<file path="src/rtl/acq_trigger_pkg.sv">
// -----------------------------------------------------------------------------
// acq_trigger_pkg
// Shared definitions for the acquisition trigger slice: default buffer and
// synchroniser sizes, the trigger FSM state enumeration, the trig_src
// encodings and a helper that derives the holdoff length from the buffer size.
// -----------------------------------------------------------------------------
package acq_trigger_pkg;

   // log2 of the acquisition buffer depth.
   localparam int unsigned DEF_BRAM_WIDTH    = 13;
   // Flops between the asynchronous trigger pin and the edge detector.
   localparam int unsigned DEF_SYNC_STAGES   = 2;
   localparam int unsigned DEF_TIMEOUT_WIDTH = 32;
   localparam int unsigned TRIG_COUNT_WIDTH  = 32;

   typedef enum logic [1:0] {
      ST_IDLE    = 2'd0,
      ST_ARMED   = 2'd1,
      ST_HOLDOFF = 2'd2
   } acq_state_e;

   typedef enum logic [1:0] {
      SRC_SOFT = 2'b00,   // soft_trig strobe
      SRC_EXT  = 2'b01,   // selected edge of synchronised trig_in
      SRC_IMM  = 2'b10,   // fire on the first ARMED clock
      SRC_RSVD = 2'b11    // reserved: never triggers
   } trig_src_e;

   // Holdoff spans address alignment plus one full buffer write, i.e. twice
   // the buffer depth.
   function automatic int unsigned holdoff_len(input int unsigned bram_width);
      return 32'd1 << (bram_width + 1);
   endfunction

endpackage

</file>
<file path="src/rtl/trig_sync.sv">
// -----------------------------------------------------------------------------
// trig_sync
// Brings the asynchronous external trigger into the clk domain through a
// SYNC_STAGES-deep flop chain (minimum 2) and compares consecutive synchronised
// samples to produce registered single-cycle rise/fall pulses.
//
// Ports
//   clk     in   system clock
//   rst     in   synchronous active-high reset, clears the whole chain
//   trig_i  in   asynchronous trigger pin
//   rise_o  out  one-clock pulse on a 0->1 transition of the synchronised pin
//   fall_o  out  one-clock pulse on a 1->0 transition of the synchronised pin
// -----------------------------------------------------------------------------
module trig_sync #(
   parameter int unsigned SYNC_STAGES = 2
) (
   input  logic clk,
   input  logic rst,
   input  logic trig_i,
   output logic rise_o,
   output logic fall_o
);

   logic [SYNC_STAGES-1:0] sync_q;
   logic                   prev_q;
   logic                   rise_q;
   logic                   fall_q;

   // NOTE: sequential state uses non-blocking assignments so every flop samples
   // the pre-edge value of its neighbour; blocking here would collapse the
   // synchroniser chain into a single stage.
   always_ff @(posedge clk) begin
      if (rst) begin
         sync_q <= '0;
         prev_q <= 1'b0;
         rise_q <= 1'b0;
         fall_q <= 1'b0;
      end else begin
         sync_q <= {sync_q[SYNC_STAGES-2:0], trig_i};
         prev_q <= sync_q[SYNC_STAGES-1];
         rise_q <= sync_q[SYNC_STAGES-1] & ~prev_q;
         fall_q <= ~sync_q[SYNC_STAGES-1] & prev_q;
      end
   end

   assign rise_o = rise_q;
   assign fall_o = fall_q;

endmodule

</file>
<file path="src/rtl/acq_trigger.sv">
// -----------------------------------------------------------------------------
// acq_trigger
// Acquisition trigger controller. From IDLE an arm request enters ARMED, where
// a trigger event (software strobe, external edge, immediate, or timeout
// expiry) issues a one-clock start_acq pulse and enters HOLDOFF. HOLDOFF covers
// the start_acq clock followed by a window of 2^(BRAM_WIDTH+1) clocks in which
// all triggers are ignored; it then re-arms (continuous) or returns to IDLE.
// abort returns to IDLE from any state and beats every other request.
//
// Ports
//   clk, rst     in   system clock, synchronous active-high reset
//   arm          in   arm request (only honoured in IDLE)
//   abort        in   return to IDLE
//   soft_trig    in   software trigger strobe
//   trig_in      in   asynchronous external trigger
//   trig_src     in   trigger source select (see trig_src_e)
//   trig_edge    in   0 rising, 1 falling external edge
//   continuous   in   re-arm automatically after holdoff
//   timeout_en   in   enable forced trigger after `timeout` ARMED clocks
//   timeout      in   forced-trigger delay
//   start_acq    out  one-clock acquisition start pulse
//   armed        out  FSM in ARMED
//   busy         out  FSM in ARMED or HOLDOFF
//   timed_out    out  sticky: last acquisition was forced by the timeout
//   trig_count   out  number of start_acq pulses, wrapping
// -----------------------------------------------------------------------------
module acq_trigger
   import acq_trigger_pkg::*;
#(
   parameter int unsigned BRAM_WIDTH    = DEF_BRAM_WIDTH,
   parameter int unsigned SYNC_STAGES   = DEF_SYNC_STAGES,
   parameter int unsigned TIMEOUT_WIDTH = DEF_TIMEOUT_WIDTH
) (
   input  logic                        clk,
   input  logic                        rst,
   input  logic                        arm,
   input  logic                        abort,
   input  logic                        soft_trig,
   input  logic                        trig_in,
   input  logic [1:0]                  trig_src,
   input  logic                        trig_edge,
   input  logic                        continuous,
   input  logic                        timeout_en,
   input  logic [TIMEOUT_WIDTH-1:0]    timeout,
   output logic                        start_acq,
   output logic                        armed,
   output logic                        busy,
   output logic                        timed_out,
   output logic [TRIG_COUNT_WIDTH-1:0] trig_count
);

   localparam int unsigned      HOLD_W    = BRAM_WIDTH + 2;
   localparam logic [HOLD_W-1:0] HOLD_LAST = HOLD_W'(holdoff_len(BRAM_WIDTH));

   acq_state_e                  state_q;
   logic                        start_acq_q;
   logic                        armed_q;
   logic                        busy_q;
   logic                        timed_out_q;
   logic [TRIG_COUNT_WIDTH-1:0] trig_count_q;
   logic [TIMEOUT_WIDTH-1:0]    tmo_cnt_q;
   logic [HOLD_W-1:0]           hold_cnt_q;

   logic                        ext_rise;
   logic                        ext_fall;
   logic                        tmo_hit;
   logic                        trig_event;

   trig_sync #(
      .SYNC_STAGES (SYNC_STAGES)
   ) u_trig_sync (
      .clk    (clk),
      .rst    (rst),
      .trig_i (trig_in),
      .rise_o (ext_rise),
      .fall_o (ext_fall)
   );

   // Trigger qualification. Only consulted while ARMED, so the timeout compare
   // needs no state gating here.
   // NOTE: every signal driven in this always_comb gets a value before any
   // branch, so no path can leave one unassigned and infer a latch.
   always_comb begin
      tmo_hit    = timeout_en && (tmo_cnt_q == timeout);
      trig_event = tmo_hit;
      case (trig_src_e'(trig_src))
         SRC_SOFT: trig_event = trig_event | soft_trig;
         SRC_EXT:  trig_event = trig_event | (trig_edge ? ext_fall : ext_rise);
         SRC_IMM:  trig_event = 1'b1;
         default:  trig_event = tmo_hit;
      endcase
   end

   always_ff @(posedge clk) begin
      if (rst) begin
         state_q      <= ST_IDLE;
         start_acq_q  <= 1'b0;
         armed_q      <= 1'b0;
         busy_q       <= 1'b0;
         timed_out_q  <= 1'b0;
         trig_count_q <= '0;
         tmo_cnt_q    <= '0;
         hold_cnt_q   <= '0;
      end else begin
         start_acq_q <= 1'b0;
         if (abort) begin
            state_q <= ST_IDLE;
            armed_q <= 1'b0;
            busy_q  <= 1'b0;
         end else begin
            unique case (state_q)
               ST_IDLE: begin
                  if (arm) begin
                     state_q     <= ST_ARMED;
                     armed_q     <= 1'b1;
                     busy_q      <= 1'b1;
                     tmo_cnt_q   <= '0;
                     timed_out_q <= 1'b0;
                  end
               end
               ST_ARMED: begin
                  if (trig_event) begin
                     state_q      <= ST_HOLDOFF;
                     armed_q      <= 1'b0;
                     start_acq_q  <= 1'b1;
                     trig_count_q <= trig_count_q + TRIG_COUNT_WIDTH'(1);
                     hold_cnt_q   <= '0;
                     if (tmo_hit) begin
                        timed_out_q <= 1'b1;
                     end
                  end else begin
                     tmo_cnt_q <= tmo_cnt_q + TIMEOUT_WIDTH'(1);
                  end
               end
               ST_HOLDOFF: begin
                  // Count 0 is the start_acq clock; the ignore window is the
                  // HOLD_LAST clocks that follow it.
                  if (hold_cnt_q == HOLD_LAST) begin
                     if (continuous) begin
                        state_q   <= ST_ARMED;
                        armed_q   <= 1'b1;
                        tmo_cnt_q <= '0;
                     end else begin
                        state_q <= ST_IDLE;
                        busy_q  <= 1'b0;
                     end
                  end else begin
                     hold_cnt_q <= hold_cnt_q + HOLD_W'(1);
                  end
               end
               default: begin
                  state_q <= ST_IDLE;
                  armed_q <= 1'b0;
                  busy_q  <= 1'b0;
               end
            endcase
         end
      end
   end

   assign start_acq  = start_acq_q;
   assign armed      = armed_q;
   assign busy       = busy_q;
   assign timed_out  = timed_out_q;
   assign trig_count = trig_count_q;

endmodule

</file>
<file path="config.mk">
export PLATFORM = sky130hd
export DESIGN_NAME = acq_trigger
export DESIGN_NICKNAME = d
export VERILOG_FILES = /design/src/rtl/acq_trigger_pkg.sv /design/src/rtl/trig_sync.sv /design/src/rtl/acq_trigger.sv
export SDC_FILE = /design/constraint.sdc
export NUM_CORES = 1
export LEC_CHECK = 0
export CORE_ASPECT_RATIO = 2
export CORE_MARGIN = 2
export CORE_UTILIZATION = 45
export DETAILED_ROUTE_END_ITERATION = 12
export PLACE_DENSITY = 0.68
export SLEW_MARGIN = 0
export SYNTH_ARGS = -nofsm -noshare
export SYNTH_HDL_FRONTEND = slang
export SYNTH_SLANG_ARGS = --single-unit
</file>
<file path="constraint.sdc">
create_clock -name clk -period 6 [get_ports clk]
set_input_delay 0.9 -clock clk [delete_from_list [all_inputs] [get_ports clk]]
set_output_delay 0.9 -clock clk [all_outputs]
set_load 0.01 [all_outputs]
</file>
==> impl_metrics.yaml <==
run_status:
  status: "finished, final reports clean"
clock_network:
  cts_tree: "built"
  clock_path_buffers: 2
  clk_latency_ps: 340
  ctsHoldBuffers: 0
  post-cts-setup-buffers: 0
  numClockSinks: 90
  path_clk_slew_ps: 70
  clockRootBuffer: "clkbuf_16"
  htree_num_levels: 3
  cts_resized: 0
  cts_buffers: 9
floorplan:
  num_rows: 54
  die-width_microns: 78.2
  die_h_microns: 152
  die-area_sq_mm: 0.0119
  core_sq_mm: 0.0108
  start_util_pct: 45.8
  pin_count: 79
synthesis:
  syn_inst: 614
  ys_seq_area_share_pct: 36.4
  ys_top_cells_by_area: "dfxtp_1 36%, xnor2_1 7.6%, a21oi_1 5.2%, or3_1 4.4%, o21ai_0 3.9%"
  ys_warn_count: 0
  synth_most_common_cell: "dfxtp_1"
  yosysTopAreaCell: "dfxtp_1"
  ys_top_cells_by_count: "90 x dfxtp_1, 51 x a21oi_1, 47 x nor2_1"
  avgSynthCellArea_sq_um: 8.07
  synth.top_cell.area_share_pct: 36.4
  async_reset_ff_share_pct: 0
  synth_seq_cells: 90
  synth_cell_type_count: 54
  synth_edf_count: 0
  syn_nets: 661
  synth_area_sq_mm: 0.00495
  synth_flop_cell: "dfxtp_1"
sta:
  hold_violations: 0
  fin_setup_tns_ps: 0
  setup_violations: 0
  rsz0062_at_grt: "false"
  holdWs_ps: 416
  finClkSkew_ps: 14.0
  fmax_mhz: 265
  finalMaxSlewViolations: 0
  fin_crit_sh_pct: 63.0
  period_needed_ps: 3780
  tightest_slew_ps: 1140
  relSlewSlack_pct: 23.6
min_path:
  hold_path_class: "reg -> reg"
placement:
  dpl_cell_area_sq_mm: 0.00582
  gp_congestion: 0.978
  dp.cells: 805
  dp_hpwl_microns: 11200
  portBuffers: 78
job:
  cap_violations: 0
pwr:
  powerDensity_mw_per_mm2: 211
  irDropWorstVdd_mv: 0.137
  cellLeakagePower_nw: 1.99
route:
  drtIter0Drc: 280
  postRouteWirelength_microns: 14300
  antenna_left: 0
  wire_per_inst_microns: 17.4
  num_vias: 4833
  viasPerCell: 5.89
  drc: 0
  dr.pass1.iters: 5
grt:
  grt_pass1_vias: 4782
  grt_max_degree: 46
  overflow: 0
  grt_pass1_wl_microns: 23300
  track_usage_pct: 24.7
  antenna_found_initial: 0
cells_and_area:
  finish.instance_area_sq_mm: 0.00614
  fin_nets: 723
  drive_above_1_share_pct: 4.99
  final_cells: 821
  fillers: 1031
  synthToLayoutAreaGrowth_pct: 23.9
  n_antenna_cell: 0
setup_path:
  cp_max_fo: 20
  criticalPathCategory: "in -> reg"
  setup.worst_path.end_class: "flip-flop"
  start_kind: "primary input"
  arrival_ps: 4000
  cp.required_ps: 6220
==> critical path, cell delays in order <==
cell	delay, ps
clkdlybuf4s50_1	420
xnor2_1	310
nand4_1	150
nor4b_2	320
nand4_1	340
buf_4	330
a211oi_1	870
a21oi_1	130
o21a_1	220
==> final cells by class <==
| type | count | area (sq um) | share of cell area, % |
|---|---|---|---|
| Clock inverter | 6 | 90.1 | 1.47 |
| Multi-Input combinational cell | 471 | 2950 | 48.0 |
| Sequential cell | 90 | 1800 | 29.4 |
| Timing Repair Buffer | 82 | 811 | 13.2 |
| Clock buffer | 10 | 229 | 3.73 |
| Tap cell | 140 | 175 | 2.85 |
| Inverter | 22 | 82.6 | 1.35 |
==> registers in the layout, indices dropped and copies added, names as in the netlist <==
register	flops
state_q	2
hold_cnt_q	15
u_trig_sync.sync_q	2
u_trig_sync.prev_q	1
u_trig_sync.fall_o	1
tmo_cnt_q	32
start_acq	1
trig_count	32
u_trig_sync.rise_o	1
busy	1
timed_out	1
armed	1
==> through the flow <==
step	setup slack, ps	utilization, %	total power, mW
after floorplan	3070	-	0.655
after global placement	1880	53.8	0.701
after detailed placement	1820	53.8	0.702
after CTS	2160	56.8	1.31
after global routing	1930	56.8	1.34
final	2220	56.8	1.29
==> layer usage <==
metal | vias to the layer above | track usage, % | wire [microns]
met5 | - | 0 | 0
li1 | 2362 | - | -
met1 | 2305 | 24.5 | 5060
met3 | 39 | 2.61 | 391
met4 | 0 | 15.3 | 840
met2 | 127 | 47.3 | 7970
==> power breakdown <==
group | internal, mW | switching, mW
clock | 0.367 | 0.237
combinational | 0.0420 | 0.0440
sequential | 0.600 | 0.00232
total | 1.01 | 0.283
==> cells in the final DEF, fill, tap and decap left out, types with 4 or more instances in the layout <==
cell and n:
a2111oi_0 5, a211oi_1 11, a21oi_1 51, and3_1 11, and4_1 6, buf_4 4
clkbuf_16 9, clkdlybuf4s50_1 78, dfxtp_1 90, ha_1 4, inv_1 22, nand2_1 46
nand2b_1 9, nand3_1 28, nand3b_1 4, nand4_1 26, nor2_1 47, nor2b_1 6
nor3_1 8, nor4_1 7, nor4b_1 5, o21a_1 6, o21ai_0 38, o31ai_1 6
or2_2 4, or3_1 35, or4_1 16, xnor2_1 43, xor2_1 13
==> kinds of logic after synthesis <==
kind of cell / count (synthesis) / synth area share (%)
AO/OA/AOI/OAI: 141 / 17.9
XOR/XNOR: 56 / 9.90
adder cells (fa/ha/maj): 4 / 1.01
buffers and inverters: 53 / 4.12
flip-flops: 90 / 36.4
multiplexers: 4 / 0.834
AND/OR/NAND/NOR: 266 / 29.9
==> worst paths after layout <==
kind	startpoint	end	slack, ps	cells after the start
worst max-delay path	timeout[15]	trig_count[31]$_SDFFE_PP0P_	2220	9
worst min-delay path	u_trig_sync.prev_q$_SDFF_PP0_	u_trig_sync.rise_o$_SDFF_PP0_	420	1
worst max register to register	hold_cnt_q[0]$_SDFFE_PP0P_	tmo_cnt_q[27]$_SDFFE_PP0P_	2470	9
worst min register to register	u_trig_sync.prev_q$_SDFF_PP0_	u_trig_sync.rise_o$_SDFF_PP0_	420	1
No activity file was read; power rests on OpenSTA's default activity.
